`src/rtl/cam_seq_pkg.sv`:
```
// Shared types and defaults for the OV7670 power/reset sequencer.
package cam_seq_pkg;

    typedef enum logic [2:0] {
        IDLE     = 3'd0,
        PWDN     = 3'd1,
        RESET    = 3'd2,
        SETTLE   = 3'd3,
        CONFIG   = 3'd4,
        WAIT_CFG = 3'd5,
        READY    = 3'd6,
        ERROR    = 3'd7
    } seq_state_t;

    localparam int DEF_PWDN_TICKS   = 2;
    localparam int DEF_RST_TICKS    = 2;
    localparam int DEF_SETTLE_TICKS = 3;
    localparam int DEF_CFG_TIMEOUT  = 10;
    localparam int DEF_MAX_RETRY    = 3;
    localparam int DEF_CNT_W        = 8;

    localparam int RETRY_W          = 2;
    localparam int RETRY_LIMIT      = (1 << RETRY_W) - 1;

endpackage

```
`src/rtl/tick_sync_edge.sv`:
```
// Two-flop synchroniser with rising-edge pulse for slow asynchronous inputs.
module tick_sync_edge (
    input  logic clk,
    input  logic rst,
    input  logic din,
    output logic pulse
);

    logic [2:0] sr;

    always_ff @(posedge clk) begin
        if (!rst) begin
            sr <= '0;
        end else begin
            sr <= {sr[1:0], din};
        end
    end

    // sr[2] is only a history bit for edge detection, not a third sync stage.
    assign pulse = sr[1] & ~sr[2];

endmodule

```
`src/rtl/cam_power_seq.sv`:
```
// OV7670 power-up/reset sequencer: drives PWDN/RESET timing from a slow tick,
// then requests SCCB configuration with timeout and bounded full re-sequencing.
//
//   state    | meaning
//   ---------+-----------------------------------------------------------
//   IDLE     | powered down, waiting for start
//   PWDN     | pwdn held high for PWDN_TICKS
//   RESET    | pwdn released, reset held low for RST_TICKS
//   SETTLE   | reset released, wait SETTLE_TICKS
//   CONFIG   | one-cycle cfg_start request
//   WAIT_CFG | wait for cfg_done, timeout after CFG_TIMEOUT ticks
//   READY    | camera configured
//   ERROR    | retries exhausted, camera held powered down
module cam_power_seq
    import cam_seq_pkg::*;
#(
    parameter int PWDN_TICKS   = DEF_PWDN_TICKS,
    parameter int RST_TICKS    = DEF_RST_TICKS,
    parameter int SETTLE_TICKS = DEF_SETTLE_TICKS,
    parameter int CFG_TIMEOUT  = DEF_CFG_TIMEOUT,
    parameter int MAX_RETRY    = DEF_MAX_RETRY,
    parameter int CNT_W        = DEF_CNT_W
) (
    input  logic               clk,
    input  logic               rst,
    input  logic               tick_src,
    input  logic               start,
    input  logic               cfg_done,
    output logic               cam_pwdn,
    output logic               cam_reset,
    output logic               cfg_start,
    output logic               ready,
    output logic               error,
    output logic [RETRY_W-1:0] retries
);

    if (MAX_RETRY < 0 || MAX_RETRY > RETRY_LIMIT) begin : g_bad_retry
        $error("cam_power_seq: MAX_RETRY must be in 0..3");
    end
    if (PWDN_TICKS < 1 || RST_TICKS < 1 || SETTLE_TICKS < 1 || CFG_TIMEOUT < 1) begin : g_bad_ticks
        $error("cam_power_seq: tick parameters must be >= 1");
    end
    if (PWDN_TICKS > (1 << CNT_W) || RST_TICKS > (1 << CNT_W) ||
        SETTLE_TICKS > (1 << CNT_W) || CFG_TIMEOUT > (1 << CNT_W)) begin : g_bad_cnt_w
        $error("cam_power_seq: CNT_W too narrow for tick parameters");
    end

    localparam logic [CNT_W-1:0]   PWDN_TC   = CNT_W'(PWDN_TICKS - 1);
    localparam logic [CNT_W-1:0]   RST_TC    = CNT_W'(RST_TICKS - 1);
    localparam logic [CNT_W-1:0]   SETTLE_TC = CNT_W'(SETTLE_TICKS - 1);
    localparam logic [CNT_W-1:0]   CFG_TC    = CNT_W'(CFG_TIMEOUT - 1);
    localparam logic [RETRY_W-1:0] RETRY_MAX = RETRY_W'(MAX_RETRY);

    seq_state_t       state;
    logic [CNT_W-1:0] cnt;
    logic             tick;

    tick_sync_edge u_tick (
        .clk   (clk),
        .rst   (rst),
        .din   (tick_src),
        .pulse (tick)
    );

    always_ff @(posedge clk) begin
        if (!rst) begin
            state     <= IDLE;
            cnt       <= '0;
            retries   <= '0;
            cam_pwdn  <= 1'b1;
            cam_reset <= 1'b0;
            cfg_start <= 1'b0;
            ready     <= 1'b0;
            error     <= 1'b0;
        end else begin
            cfg_start <= 1'b0;
            case (state)
                IDLE: begin
                    if (start) begin
                        state <= PWDN;
                        cnt   <= '0;
                    end
                end
                PWDN: begin
                    if (tick) begin
                        if (cnt == PWDN_TC) begin
                            state    <= RESET;
                            cnt      <= '0;
                            cam_pwdn <= 1'b0;
                        end else begin
                            cnt <= cnt + 1'b1;
                        end
                    end
                end
                RESET: begin
                    if (tick) begin
                        if (cnt == RST_TC) begin
                            state     <= SETTLE;
                            cnt       <= '0;
                            cam_reset <= 1'b1;
                        end else begin
                            cnt <= cnt + 1'b1;
                        end
                    end
                end
                SETTLE: begin
                    if (tick) begin
                        if (cnt == SETTLE_TC) begin
                            state <= CONFIG;
                            cnt   <= '0;
                        end else begin
                            cnt <= cnt + 1'b1;
                        end
                    end
                end
                CONFIG: begin
                    state     <= WAIT_CFG;
                    cnt       <= '0;
                    cfg_start <= 1'b1;
                end
                WAIT_CFG: begin
                    // Completion takes priority over a coincident timeout tick.
                    if (cfg_done) begin
                        state <= READY;
                        cnt   <= '0;
                        ready <= 1'b1;
                    end else if (tick) begin
                        if (cnt == CFG_TC) begin
                            cnt       <= '0;
                            cam_pwdn  <= 1'b1;
                            cam_reset <= 1'b0;
                            if (retries == RETRY_MAX) begin
                                state <= ERROR;
                                error <= 1'b1;
                            end else begin
                                state   <= PWDN;
                                retries <= retries + 1'b1;
                            end
                        end else begin
                            cnt <= cnt + 1'b1;
                        end
                    end
                end
                READY, ERROR: begin
                    if (start) begin
                        state     <= PWDN;
                        cnt       <= '0;
                        retries   <= '0;
                        ready     <= 1'b0;
                        error     <= 1'b0;
                        cam_pwdn  <= 1'b1;
                        cam_reset <= 1'b0;
                    end
                end
                default: begin
                    state <= IDLE;
                    cnt   <= '0;
                end
            endcase
        end
    end

endmodule

```
`config.mk`:
```
export PLATFORM = sky130hd
export DESIGN_NAME = cam_power_seq
export DESIGN_NICKNAME = d
export VERILOG_FILES = /design/src/rtl/cam_seq_pkg.sv /design/src/rtl/tick_sync_edge.sv /design/src/rtl/cam_power_seq.sv
export SDC_FILE = /design/constraint.sdc
export NUM_CORES = 1
export LEC_CHECK = 0
export ABC_AREA = 1
export BUFFER_PORTS_ARGS = -buffer_cell sky130_fd_sc_hd__buf_4
export CAP_MARGIN = 20
export CORE_ASPECT_RATIO = 0.7
export CORE_MARGIN = 4
export CORE_UTILIZATION = 55
export CTS_CLUSTER_DIAMETER = 50
export CTS_CLUSTER_SIZE = 40
export DETAILED_ROUTE_END_ITERATION = 10
export PLACE_DENSITY = 0.75
export SLEW_MARGIN = 5
export SYNTH_ARGS = -nofsm -noshare
export SYNTH_HDL_FRONTEND = slang
export SYNTH_SLANG_ARGS = --single-unit
```
`constraint.sdc`:
```
create_clock -name clk -period 1.52 [get_ports clk]
set_input_delay 0.152 -clock clk [delete_from_list [all_inputs] [get_ports clk]]
set_output_delay 0.152 -clock clk [all_outputs]
set_load 0.05 [all_outputs]
```
; ---- Word-level counts from Yosys, hierarchy flattened
; Cells that the tools add are included.
[totals]
ff_bits = 21
output_inout_bits = 7
word_cells = 104
[classes]
bitwise = 2
reduce_logical = 14
n_addsub = 2
n_eq_ne = 28
muxes = 49
[op_table]
columns = cell, count
row1 = two-way mux 8 bit, 8
row2 = case mux 8 bit (5 select lines), 1
row3 = two-way mux 3 bit, 11
row4 = inequality test 2 bit (second input constant), 13
row5 = two-way mux 1 bit, 18
row6 = case mux 3 bit (6 select lines), 1
row7 = AND reduction 7 bit, 2
row8 = equality test 3 bit (second input constant), 4
row9 = AND reduction 6 bit, 2
row10 = two-way mux 2 bit, 5
row11 = AND reduction 9 bit, 1
row12 = adder 8 x 1 -> 8 bit (second input constant), 1
row13 = equality test 8 x 1 -> 1 bit (second input constant), 1
row14 = equality test 8 x 2 -> 1 bit (second input constant), 1
row15 = equality test 8 x 4 -> 1 bit (second input constant), 1
row16 = equality test 3 x 2 -> 1 bit (second input constant), 2
row17 = inequality test 3 bit (second input constant), 2
row18 = case mux 1 bit (3 select lines), 2
row19 = nonzero test 3 bit, 2
row20 = inequality test 2 x 1 -> 1 bit (second input constant), 2
row21 = case mux 1 bit (2 select lines), 2
row22 = case mux 2 bit (2 select lines), 1
row23 = AND reduction 4 bit, 1
row24 = OR reduction 2 bit, 2
row25 = other kinds (9), 9

; ---- Logic depth before layout (Yosys ltp)
; Gate-level depths: netlist of run 1.
[depth]
ltp_word = 6
ltp_mapped = 11

; ---- Hierarchy
; From an unflattened synthesis of run 1, not the netlist that was laid out.
[unflattened]
hier_cells = 198
area_unflattened_um2 = 1244.9
[by_module_without_submodules]
columns = mod, cells_each, instances, area_each_um2
row1 = cam_power_seq, 187, 1, 1152.4
row2 = tick_sync_edge, 11, 1, 92.6

; ---- Worst setup path after synthesis of run 1
; OpenSTA, ideal clock, no wires.
[synth_timing]
kind = register -> register
startpoint = register retries[0]
endpoint = register retries[0]
slack_ps = 86
t_required_ps = 1406
t_arrival_ps = 1320
path_stages_with_launch = 6
synth_period_minus_slack_ps = 1434
path_cell_list = dfxtp_1 -> ha_1 -> o21ai_0 -> nand3_1 -> a21oi_1 -> nor2_1
[synth_via]
elab_chain_cells = 6
[synth_lines]
columns = element, line_no
row1 = "start, declared", cam_power_seq.sv:34  ; output logic [RETRY_W-1:0] retries
row2 = "start signal, assigned", cam_power_seq.sv:137  ; retries <= retries + 1'b1;
row3 = adder 2 x 1 -> 2 bit, cam_power_seq.sv:137
row4 = two-way mux 2 bit, cam_power_seq.sv:132  ; if (retries == RETRY_MAX) begin
row5 = two-way mux 2 bit, cam_power_seq.sv:128  ; if (cnt == CFG_TC) begin
row6 = two-way mux 2 bit, cam_power_seq.sv:127  ; end else if (tick) begin
row7 = two-way mux 2 bit, cam_power_seq.sv:123  ; if (cfg_done) begin
row8 = case mux 2 bit (2 select lines), cam_power_seq.sv:77  ; case (state)
; Several ways; a longest one is shown, not always the timed one. The select of a mux whose other input is x is not followed.
; A chain may end at the register's enable or synchronous reset.

; ---- Worst setup path after layout of run 1
[layout_timing]
startpoint = register cnt[1]
endpoint = register state[0]
[layout_via]
elab_chain_cells = 3
[layout_lines]
columns = element, line_no
row1 = "start, declared", cam_power_seq.sv:55  ; logic [CNT_W-1:0] cnt;
row2 = "start signal, assigned", cam_power_seq.sv:91  ; cnt <= cnt + 1'b1;
row3 = "start signal, assigned", cam_power_seq.sv:102  ; cnt <= cnt + 1'b1;
row4 = "start signal, assigned", cam_power_seq.sv:112  ; cnt <= cnt + 1'b1;
row5 = equality test 8 x 4 -> 1 bit (tied with other cells), cam_power_seq.sv:128
row6 = inequality test 3 bit (no source line) or inequality test 2 bit (tied branches), n/a
row7 = AND reduction 9 bit (no source line) *, n/a
row8 = "end signal, assigned", cam_power_seq.sv:124  ; state <= READY;
row9 = "end signal, assigned", cam_power_seq.sv:133  ; state <= ERROR;
row10 = "end signal, assigned", cam_power_seq.sv:136  ; state <= PWDN;
row11 = "end, declared", cam_power_seq.sv:54  ; seq_state_t state;
; Mark *: on every way between the ends. The rest lies on a longest branch, timed or not.

==> summary.txt, run 1 <==
Finish
  • Layout area overhead: 19.8%
  • Final Net Count: 219
  • Non-Filler Instances: 241
  • # diodes: 0
  • Util after Layout: 0.695
  • Fraction of layout cells with a size suffix above 1: 0.268

Clock network
  • Clk_lat worst skew: 0.32 ns
  • TritonCTS clock tree: built
  • Clock sinks: 21
  • Root buffer cell: clkbuf_4
  • Clock transition at the registers of the reported paths: 0.10 ns
  • Htree depth: 1
  • CTS Buffer Depth: 2
  • CTS buffer count: 3
  • Hold_buf cts: 0

STA
  • Worst-Margin Slew: 0.315 ns
  • F_max: 0.694 GHz
  • Final hold vios: 0
  • Setup TNS Final: 0 ns
  • Post-route minimum period: 1.44 ns
  • Endpoints failing setup: 0
  • Hold_ws: 0.0179 ns
  • Max-slew violation count: 0
  • Period utilisation layout: 0.948
  • Post-Route Skew: 0.0148 ns
  • Setup ws final: 0.0794 ns
  • Slew headroom: 0.789

Worst hold path
  • Worst hold-check path type: in2reg
  • HP Start: tick_src

Drt
  • Final ANT Viol Nets: 0
  • Drt first-iter violations: 100
  • WL per Instance: 11.5 µm
  • Routed Wire Length: 2770 µm
  • Drc violations: 0
  • Via count: 1221
  • Pre-antenna DRT Iters: 4
  • Vias per cell: 5.07

Power
  • Clk network pwr share: 0.120
  • Net switching power: 1.07 mW
  • Design internal power: 1.21 mW
  • PwrDens: 1510 nW/µm²
  • Logic pwr share: 0.552
  • Switching Share: 0.469
  • P_leak: 0.680 nW
  • VDD IR max: 0.953 mV
  • Flop pwr share: 0.328

Synth
  • Synthesized cell area: 1260 µm²
  • Post-Syn Nets: 200
  • Mean Syn Cell Area: 6.60 µm²
  • Post-synthesis cell count: 191
  • Cell variety after synth: 26
  • Synthesis Warnings: 0
  • Register area share after synthesis: 0.334
  • Register bit count reported by yosys: 21

Critical path
  • Critical path startpoint: cnt[1]
  • Startpoint types: register
  • CP endpoint kind: register
  • Setup CP Type: reg2reg
  • Worst path required time: 1.77 ns
  • CP Data Arrival Time: 1.69 ns
  • CP Max Fanout: 5
  • FF-to-FF Start: cnt[1]

Global routing
  • GRT Util Overall: 0.183
  • Pin count of the biggest net entering global routing: 14
  • Vias in the first global route: 933
  • Global-route wire length before repair: 4260 µm
  • GRT overflow: 0
  • Initial antenna violation count: 0

Placed design
  • IO buf count: 11
  • Post-DP HPWL: 2100 µm
  • Dpl cells: 236
  • Place WS: 0.00312 ns
  • GPL Wtd Cong: 0.895

Floorplanning
  • Std-Cell Rows: 14
  • Die Area: 3130 µm²
  • Die X: 65.2 µm
  • Die Span Y: 48.0 µm
  • Initial core utilization: 0.580
  • IO Count: 12
  • Core Box Area: 2170 µm²

Run status
  • Status: completed

Flow run
  • Max Cap Viol: 0
[sequential cells by signal, summed over array words and instances, names as in the netlist]
register   flops
u_tick.sr      3
retries        2
cam_pwdn       1
cnt            8
cam_reset      1
cfg_start      1
ready          1
state          3
error          1
[path summary, 6_finish.rpt]
kind	to	slack (ns)	depth (start not counted)
worst min register to register	u_tick.sr[1]	0.43	2
worst min-delay path	u_tick.sr[0]	0.02	3
worst max register to register	state[0]	0.08	10
worst max-delay path	state[0]	0.08	10
[critical path, stage by stage (launching register included)]
cell and delay (ns):
dfxtp_4 0.37, buf_4 0.11, ha_1 0.14, nand3_1 0.08, nor2_1 0.13, nor2_1 0.08
nor2_4 0.15, nand2_4 0.11, nand2_2 0.08, nand2_1 0.04, nor2_1 0.09
[area by class of cell]
class / instances / area [µm²]
fillers: 209 / 663
repair buffers: 17 / 140
flip-flops and latches: 21 / 433
inverters: 22 / 85.1
multi-input cells: 145 / 783
clock buffers: 3 / 22.5
clock inverters: 1 / 5.00
well taps: 32 / 40.0
[power groups by stage]
stage	clock network, mW	logic [mW]	registers (mW)
final	0.274	1.25	0.745
after global placement	0	1.13	0.735
after detailed placement	0	1.16	0.739
after floorplan	0	0.768	0.847
after CTS	0.278	1.16	0.727
after global routing	0.311	1.38	0.759
[per-stage QoR]
| step | cell area, µm² | total power [mW] |
|---|---|---|
| 2_1_floorplan | 1260 | 1.61 |
| 3_3_place_gp | 1410 | 1.87 |
| 3_5_place_dp | 1410 | 1.90 |
| 4_1_cts | 1440 | 2.17 |
| 5_1_grt | 1510 | 2.45 |
| 6_report | 1510 | 2.27 |
[cell usage in the layout (no fill, tap or decap), types with 2 or more instances in the layout]
| cell type | Yosys | layout |
|---|---|---|
| inv_1 | 21 | 21 |
| dfxtp_4 | 0 | 2 |
| clkbuf_4 | 0 | 3 |
| nand3_1 | 15 | 13 |
| nand2_1 | 51 | 48 |
| ha_1 | 4 | 3 |
| buf_4 | 1 | 16 |
| nand3_2 | 0 | 2 |
| o21ai_0 | 7 | 6 |
| nor2_1 | 28 | 26 |
| nand2_2 | 2 | 5 |
| o21ai_1 | 1 | 2 |
| dfxtp_2 | 0 | 4 |
| nor2_2 | 11 | 10 |
| a21oi_1 | 10 | 10 |
| nand4_1 | 2 | 2 |
| dfxtp_1 | 21 | 15 |
| nor2_4 | 1 | 4 |
| a21oi_2 | 2 | 2 |
| o21bai_1 | 3 | 3 |
[layer usage]
metal,up-vias,wire length (µm),GRT usage
li1,638,-,-
met1,547,1330,0.256
met2,34,1200,0.264
met3,2,226,0.0845
met4,0,14,0.0248
met5,-,0,0
[timing repair]
item	4_1_cts	5_1_grt
buffers inserted	0	1
endpoints found under the hold margin	0	0
pin swaps	1	8
resized for setup	0	22
endpoints found under the setup margin	7	17
[synth_stat cells]
| master | number | area [µm²] |
|---|---|---|
| nand2_1 | 51 | 191 |
| nor2_1 | 28 | 105 |
| dfxtp_1 | 21 | 420 |
| inv_1 | 21 | 78.8 |
| nand3_1 | 15 | 75.1 |
| nor2_2 | 11 | 68.8 |
| a21oi_1 | 10 | 50.1 |
| o21ai_0 | 7 | 35.0 |
| ha_1 | 4 | 50.1 |
| o21bai_1 | 3 | 22.5 |
| a21oi_2 | 2 | 17.5 |
| nand2_2 | 2 | 12.5 |
| nand2_4 | 2 | 22.5 |
| nand4_1 | 2 | 12.5 |
| a22oi_1 | 1 | 7.51 |
| buf_4 | 1 | 7.51 |
| buf_6 | 1 | 11.3 |
| clkbuf_1 | 1 | 3.75 |
| inv_2 | 1 | 3.75 |
| nand3_4 | 1 | 17.5 |
| nand3b_1 | 1 | 7.51 |
| nor2_4 | 1 | 11.3 |
| o211ai_1 | 1 | 7.51 |
| o21ai_1 | 1 | 5.00 |
| or2_2 | 1 | 6.26 |
| xor2_1 | 1 | 8.76 |
[kinds of logic (layout without fill, tap and decap cells)]
| kind of cell | after synthesis | count (layout) | share of synthesized area |
|---|---|---|---|
| and+or+nand+nor | 115 | 115 | 0.421 |
| xor gates and xnor gates | 1 | 1 | 0.00695 |
| buffers and inverters | 25 | 43 | 0.0834 |
| DFF | 21 | 21 | 0.334 |
| AOI/OAI and AO/OA | 25 | 25 | 0.115 |
| adders and majority gates | 4 | 4 | 0.0397 |
Power figures use the tool's default switching activity.
==> run 2: changes to the inputs <==
- PLACE_DENSITY: 0.75 -> unset
- PLACE_DENSITY_LB_ADDON: unset -> 0.15
==> summary.txt, run 2 (synthesis results as in run 1) <==
Run status
  • Status: completed (unchanged)

Clock network
  • Clk_lat worst skew: 0.30 ns (was 0.32 ns)
  • Root buffer cell: clkbuf_4 (unchanged)
  • Clock transition at the registers of the reported paths: 0.12 ns (was 0.10 ns)
  • TritonCTS clock tree: built (unchanged)
  • Hold_buf cts: 0 (unchanged)
  • Htree depth: 1 (unchanged)
  • CTS Buffer Depth: 2 (unchanged)
  • CTS buffer count: 3 (unchanged)
  • Post-CTS setup buffers: 0 (unchanged)
  • Clock sinks: 21 (unchanged)

Power
  • Switching Share: 0.474 (was 0.469)
  • Design internal power: 1.18 mW (was 1.21 mW)
  • VDD IR max: 1.04 mV (was 0.953 mV)
  • P_leak: 0.667 nW (was 0.680 nW)
  • Clk network pwr share: 0.119 (was 0.120)
  • PwrDens: 1520 nW/µm² (was 1510 nW/µm²)
  • Logic pwr share: 0.545 (was 0.552)
  • Flop pwr share: 0.335 (was 0.328)
  • Net switching power: 1.06 mW (was 1.07 mW)
  • Overall Power: 2.24 mW (was 2.27 mW)

Placed design
  • Post-DP HPWL: 2180 µm (was 2100 µm)
  • GPL Wtd Cong: 0.905 (was 0.895)
  • IO buf count: 11 (unchanged)

Critical path
  • Startpoint types: register (unchanged)
  • Worst reg2reg setup slack: 0.07 ns (was 0.08 ns)
  • Setup CP Type: reg2reg (unchanged)
  • Worst-case reg-to-reg path depth: 9 (was 10)
  • CP Data Arrival Time: 1.69 ns (about the same)
  • Worst R2R End: state[2] (was state[0])
  • CP endpoint kind: register (unchanged)
  • FF-to-FF Start: cnt[5] (was cnt[1])
  • Worst path required time: 1.76 ns (was 1.77 ns)
  • CP Max Fanout: 5 (unchanged)

Drt
  • WL per Instance: 11.7 µm (was 11.5 µm)
  • Final ANT Viol Nets: 0 (unchanged)
  • Via count: 1202 (was 1221)
  • Routed Wire Length: 2800 µm (was 2770 µm)
  • Pre-antenna DRT Iters: 4 (unchanged)
  • Vias per cell: 5.03 (was 5.07)
  • Drc violations: 0 (unchanged)
  • Drt first-iter violations: 110 (was 100)

Finish
  • Final Net Count: 217 (was 219)
  • Register area: 429 µm² (was 433 µm²)
  • Fraction of layout cells with a size suffix above 1: 0.237 (was 0.268)
  • Commonest non-fill, non-tap cell in the layout: nand2_1 (unchanged)
  • Layout filler cell count: 200 (was 209)
  • Area of the multi-input gates: 771 µm² (was 783 µm²)
  • Biggest registers after layout: cnt (8), state (3), u_tick.sr (3) (unchanged)
  • Most frequent cells in the layout: nand2_1, nor2_1, inv_1, dfxtp_1 (was nand2_1, nor2_1, inv_1, buf_4, dfxtp_1)
  • Top reg by flops: cnt (unchanged)
  • Max FFs per register: 8 (unchanged)
  • Layout area overhead: 17.3% (was 19.8%)
  • # diodes: 0 (unchanged)

STA
  • Final hold vios: 0 (unchanged)
  • Period utilisation layout: 0.952 (was 0.948)
  • Worst-Margin Slew: 0.323 ns (was 0.315 ns)
  • Max-slew violation count: 0 (unchanged)
  • Post-route minimum period: 1.45 ns (was 1.44 ns)
  • F_max: 0.691 GHz (was 0.694 GHz)
  • RSZ-0062 raised after global routing: yes
  • Post-Route Skew: 0.00816 ns (was 0.0148 ns)
  • Endpoints failing setup: 0 (unchanged)
  • Slew headroom: 0.783 (was 0.789)
  • Hold_ws: 0.0274 ns (was 0.0179 ns)

Worst hold path
  • Worst hold-check path type: in2reg (unchanged)
  • Hold EP: u_tick.sr[0] (unchanged)
  • Hold-critical path depth: 3 (unchanged)
  • HP Start: tick_src (unchanged)

Global routing
  • Pin count of the biggest net entering global routing: 14 (unchanged)
  • GRT Util Overall: 0.195 (was 0.183)
  • Global-route wire length before repair: 4600 µm (was 4260 µm)
  • Initial antenna violation count: 0 (unchanged)
  • Vias in the first global route: 999 (was 933)
  • GRT overflow: 0 (unchanged)

Floorplanning
  • Die Span Y: 48.0 µm (unchanged)
  • Initial core utilization: 0.580 (unchanged)
  • Core Box Area: 2170 µm² (unchanged)
  • Die X: 65.2 µm (unchanged)
  • IO Count: 12 (unchanged)
  • Die Area: 3130 µm² (unchanged)
  • Std-Cell Rows: 14 (unchanged)

Flow run
  • Max Cap Viol: 0 (unchanged)
run 2: changes by cell type in the layout (fill, tap and decap cells not counted), sizes merged:
cell	change
buf	-2
run 2: critical path, cell delays in order (launching register included):
cell	delay (ns)
dfxtp_1	0.38
nor2_1	0.14
nand2_1	0.15
nor2_2	0.17
nor2_2	0.08
nor2_4	0.16
nand2_4	0.10
nand2_1	0.07
nand2_1	0.04
nor2_1	0.08
run 2: worst max-delay path by stage:
| stage | start | endpoint | depth (start not counted) |
|---|---|---|---|
| final | cnt[5] | state[2] | 9 |
| after global routing | cnt[1] | state[2] | 10 |
| after CTS | state[1] | cnt[3] | 9 |
| after detailed placement | cnt[0] | cnt[7] | 8 |
| after global placement | cnt[0] | cnt[2] | 8 |
| after floorplan | retries[0] | retries[0] | 5 |
run 2: stage by stage:
step | util | cell area, µm² | setup slack, ns | instances | setup TNS [ns]
finish | 0.680 | 1480 | 0.0733 | 239 | 0
global route | 0.680 | 1480 | -0.0275 | 239 | -0.0615
CTS | 0.664 | 1440 | 0.0171 | 239 | 0
detailed placement | 0.646 | 1400 | -0.00901 | 235 | -0.0313
global placement | 0.646 | 1400 | 0.0333 | 235 | 0
floorplan | - | 1260 | 0.0865 | 191 | 0
run 2: layout make-up:
type / count / share of cell area
Tap cell: 32 / 0.0271
Clock inverter: 1 / 0.00339
Multi-Input combinational cell: 145 / 0.522
Inverter: 22 / 0.0576
Timing Repair Buffer: 15 / 0.0847
Clock buffer: 3 / 0.0152
Sequential cell: 21 / 0.290
run 2: routing by layer:
| metal | global-route usage | part of all wire |
|---|---|---|
| met1 | 0.274 | 0.50 |
| met5 | 0 | 0 |
| met3 | 0.0563 | 0.070 |
| met4 | 0.0248 | 0.0061 |
| met2 | 0.310 | 0.43 |
run 2: power groups by stage:
stage | combinational, mW | sequential, mW | clock, mW
final | 1.22 | 0.752 | 0.268
after global routing | 1.34 | 0.768 | 0.307
after CTS | 1.19 | 0.734 | 0.270
after detailed placement | 1.16 | 0.743 | 0
after global placement | 1.13 | 0.734 | 0
after floorplan | 0.768 | 0.847 | 0
run 2: repair_timing:
item,CTS,global route
endpoints found under the hold margin,0,0
endpoints found under the setup margin,9,16
pin swaps,1,0
gates resized for setup,3,14
